`config.mk`:
```
export PLATFORM = sky130hd
export DESIGN_NAME = dm_access_seq
export DESIGN_NICKNAME = d
export VERILOG_FILES = /design/src/rtl/dm_access_seq.sv
export SDC_FILE = /design/constraint.sdc
export NUM_CORES = 1
export LEC_CHECK = 0
export ABC_AREA = 1
export BUFFER_PORTS_ARGS = -buffer_cell sky130_fd_sc_hd__buf_4
export CORE_UTILIZATION = 47
export CTS_CLUSTER_DIAMETER = 40
export DETAILED_ROUTE_END_ITERATION = 8
export PLACE_DENSITY = 0.79
export SYNTH_ARGS = -nofsm -noshare
export SYNTH_HDL_FRONTEND = slang
export SYNTH_SLANG_ARGS = --single-unit
```
`constraint.sdc`:
```
create_clock -name clk -period 1.8 [get_ports clk]
set_input_delay 0.27 -clock clk [delete_from_list [all_inputs] [get_ports clk]]
set_output_delay 0.27 -clock clk [all_outputs]
set_load 0.1 [all_outputs]
```
`src/rtl/dm_access_seq.sv`:
```
// MEM-stage access sequencer for a synchronous byte-enabled data BRAM with fixed read latency.
// Holds the pipeline while a load/store is in flight and flags misaligned accesses precisely.
module dm_access_seq #(
  parameter int unsigned DEPTH_LOG2 = 10,
  parameter int unsigned READ_LAT   = 1
) (
  input  logic                  clk,
  input  logic                  rstn,
  input  logic                  req_valid,
  input  logic                  req_we,
  input  logic [31:0]           req_addr,
  input  logic [2:0]            req_dm_ctrl,
  input  logic [3:0]            req_wea,
  input  logic [31:0]           req_wdata,
  output logic                  stall,
  output logic                  rsp_valid,
  output logic [31:0]           rsp_rdata,
  output logic                  misalign_exc,
  output logic [31:0]           misalign_addr,
  output logic                  bram_en,
  output logic [3:0]            bram_wea,
  output logic [DEPTH_LOG2-1:0] bram_addr,
  output logic [31:0]           bram_din,
  input  logic [31:0]           bram_dout
);

  typedef enum logic [2:0] {StIdle, StAcc, StWait, StResp, StExc} state_e;

  localparam logic [1:0] LatInit = 2'(READ_LAT);

  state_e     state_q;
  logic       we_q;
  logic [1:0] cnt_q;
  logic       is_half;
  logic       is_byte;
  logic       misaligned;

  // Codes 101..111 fall through to the word rule.
  always_comb begin
    is_half    = (req_dm_ctrl == 3'b001) || (req_dm_ctrl == 3'b010);
    is_byte    = (req_dm_ctrl == 3'b011) || (req_dm_ctrl == 3'b100);
    misaligned = 1'b0;
    if (is_half) begin
      misaligned = req_addr[0];
    end else if (!is_byte) begin
      misaligned = |req_addr[1:0];
    end
  end

  // Idle stall follows req_valid directly so the request is held until it is accepted.
  always_comb begin
    stall = 1'b0;
    if (state_q == StIdle) begin
      stall = req_valid;
    end else if ((state_q == StAcc) || (state_q == StWait)) begin
      stall = 1'b1;
    end
  end

  always_ff @(posedge clk or negedge rstn) begin
    if (!rstn) begin
      state_q       <= StIdle;
      we_q          <= 1'b0;
      cnt_q         <= 2'd0;
      rsp_valid     <= 1'b0;
      rsp_rdata     <= 32'd0;
      misalign_exc  <= 1'b0;
      misalign_addr <= 32'd0;
      bram_en       <= 1'b0;
      bram_wea      <= 4'd0;
      bram_addr     <= '0;
      bram_din      <= 32'd0;
    end else begin
      case (state_q)
        StIdle: begin
          if (req_valid) begin
            if (misaligned) begin
              misalign_exc  <= 1'b1;
              misalign_addr <= req_addr;
              state_q       <= StExc;
            end else begin
              // The BRAM-facing registers double as the latched request.
              bram_en   <= 1'b1;
              bram_wea  <= req_we ? req_wea : 4'd0;
              bram_addr <= req_addr[DEPTH_LOG2+1:2];
              bram_din  <= req_wdata;
              we_q      <= req_we;
              state_q   <= StAcc;
            end
          end
        end
        StAcc: begin
          bram_en  <= 1'b0;
          bram_wea <= 4'd0;
          if (we_q) begin
            rsp_valid <= 1'b1;
            state_q   <= StResp;
          end else begin
            cnt_q   <= LatInit;
            state_q <= StWait;
          end
        end
        StWait: begin
          if (cnt_q == 2'd1) begin
            rsp_rdata <= bram_dout;
            rsp_valid <= 1'b1;
            state_q   <= StResp;
          end else begin
            cnt_q <= cnt_q - 2'd1;
          end
        end
        StResp: begin
          rsp_valid <= 1'b0;
          state_q   <= StIdle;
        end
        StExc: begin
          misalign_exc <= 1'b0;
          state_q      <= StIdle;
        end
        default: begin
          state_q <= StIdle;
        end
      endcase
    end
  end

endmodule

```
==> metrics.yaml <==
die:
  rows: 36
  ios: 221
  die_h_um: 104
  start_util: 0.493
  core-area_um2: 9950
  fp.dieW_um: 104
  die_area_um2: 10900
clock_network:
  tritoncts: "built"
  cts.htree.levels: 4
  cts_sinks: 119
  path_clk_slew_ps: 60
  clockBufferDepth: 2
  clkLatencyLatePin_ps: 510
  cts-buffers-inserted: 17
  cts-root-buf: "clkbuf_8"
grt:
  grt_first_pass_wirelength_mm: 23.4
  grt_max_degree: 92
  track_usage: 0.273
  overflow: 0
  antenna_found_initial: 0
  grt_pass1_vias: 4851
placed_design:
  dp.final_hpwl_mm: 8.97
  pre_cts_slack_ps: 207
  routabilityCongestion: 0.817
  portBuffers: 220
setup_path:
  worstSetupEndpointType: "output port"
  r2r_start: "state_q[0]$_DFFE_PN0P_"
  r2r-end: "rsp_rdata[24]$_DFFE_PN0P_"
  reg2regPathDepth: 5
  slowest_delay_ps: 440
  ff2ff_setup_slack_ps: 210
  worstSetupStartpointType: "flip-flop"
  path_cells: "nand2_2 > inv_2 > a211oi_4 > buf_12"
  crit_arrival_ps: 1510
  crit_type: "reg2out"
  worst_path_max_delay_cell: "dfrtp_2"
  required_ps: 1530
  worstPathMaxFanout: 3
run:
  drv_cap: 0
synthesis:
  yosys_warnings: 0
  yosysSeqAreaShare: 0.607
  synthMuxAreaShare: 0
  synth_area_per_cell_um2: 9.02
  synth_compound_area_frac: 0.0553
  synth_top_family_by_area: "simple AND/OR/NAND/NOR gates"
  synth_area_um2: 4910
  synth_seq_cells: 119
  synth-simple-area-share: 0.250
  yosysUniqueCellTypes: 25
  syn_inst: 544
  synth_fa_ha_area_frac: 0.00255
  synth_xor_area_frac: 0
  syn_nets: 652
final_layout:
  multi_input_comb_area_um2: 1520
  register_area_um2: 2980
  area.growth.synth_to_final_pct: 60.9
  final_common_cell: "buf_4"
  final_cell_mix: "224 x buf_4, 188 x nand2_1, 117 x dfrtp_1"
  fill_cells: 617
  antenna_cells: 0
  fin_util: 0.793
  nNetsFinal: 934
  layout-drive-gt1-share: 0.330
detailed_routing:
  drt_iter0_markers: 365
  via_per_inst: 5.00
  drt_wl_total_mm: 14.6
  ant_nets: 0
  first_pass_iters: 7
  routedWlPerCell_um: 15.0
  vias: 4856
  drc: 0
timing:
  post-route-period-util: 0.986
  layout_setup_ws_ps: 24.4
  tns_ps: 0
  fin_skew_ps: 9.52
  period_needed_ps: 1780
  rsz0062_at_grt: "true"
  slew_headroom: 0.719
  worst_pin_slew_ps: 422
  final-hold-violation-count: 0
  finalHoldWorstSlack_ps: 19.7
  finalMaxSlewViolations: 0
  setup_violations: 0
  fmax_ghz: 0.563
worst_hold_path:
  hold_start: "bram_dout[25]"
  holdPathEnd: "rsp_rdata[25]$_DFFE_PN0P_"
  hp-class: "in2reg"
  hold_path_depth: 3
run_status:
  status: "completed"
area by class of cell:
| type | instances | share of cell area |
|---|---|---|
| clock inverters | 6 | 0.00792 |
| multi-input cells | 336 | 0.193 |
| repair buffers | 293 | 0.307 |
| inverters | 59 | 0.0284 |
| well taps | 133 | 0.0211 |
| clock buffers | 26 | 0.0656 |
| flip-flops and latches | 119 | 0.377 |
registers in the layout, summed over array words and instances (netlist names):
name and count:
misalign_addr 32, bram_en 1, we_q 1, rsp_rdata 32, bram_wea 4, bram_addr 10
state_q 3, misalign_exc 1, rsp_valid 1, cnt_q 2, bram_din 32
how the worst max path moves through the flow:
stage,start,endpoint,slack (ps),depth (start not counted)
after floorplan,state_q[0]$_DFFE_PN0P_,stall,100,4
after global placement,req_dm_ctrl[0],bram_wea[3]$_DFFE_PN0P_,300,9
after global routing,state_q[1]$_DFFE_PN0P_,stall,-60,4
after CTS,state_q[0]$_DFFE_PN0P_,stall,-5,4
after detailed placement,req_dm_ctrl[0],bram_din[9]$_DFFE_PN0P_,210,9
final,state_q[0]$_DFFE_PN0P_,stall,20,4
per-stage QoR:
| step | instances | area [µm²] |
|---|---|---|
| floorplan | 544 | 4920 |
| finish | 972 | 7900 |
| detailed placement | 875 | 6650 |
| global route | 972 | 7900 |
| CTS | 970 | 7880 |
| global placement | 875 | 6650 |
per-layer routing:
layer / vias to the layer above / track usage / part of all wire
met1: 2294 / 0.324 / 0.39
met5: - / 0 / 0
met4: 0 / 0.138 / 0.030
met2: 232 / 0.454 / 0.51
met3: 35 / 0.0796 / 0.075
li1: 2295 / - / -
critical path: cells and delay by family (launching register included):
family | cells | cell delay [ps]
flops | 1 | 440
compound gates | 1 | 210
buf+inv | 2 | 260
simple gates | 1 | 80
logic make-up (layout without fill, tap and decap cells):
kind of cell	after synthesis	in the layout
simple gates	282	282
fa+ha+maj	1	1
buf+inv	89	384
compound gates	53	53
flops	119	119
Yosys cell counts, drive strengths merged:
cell type,instances,area share
nand3,78,0.083
nand4,6,0.0089
nand2,191,0.15
ha,1,0.0025
a211oi,1,0.0015
o21ai,45,0.046
inv,59,0.046
nor2,4,0.0046
a21oi,7,0.0079
nor3,3,0.0054
buf,22,0.034
clkbuf,8,0.0061
dfrtp,119,0.61
what timing repair did:
action	CTS	global route
setup endpoints to repair	1	1
hold endpoints to repair	94	2
pin swaps	1	0
buffers inserted	1	0
hold buffers	62	2
resized for setup	7	0
Power is not shown: default switching activity piles up to over one toggle a cycle in this logic, so the estimate is an artifact.
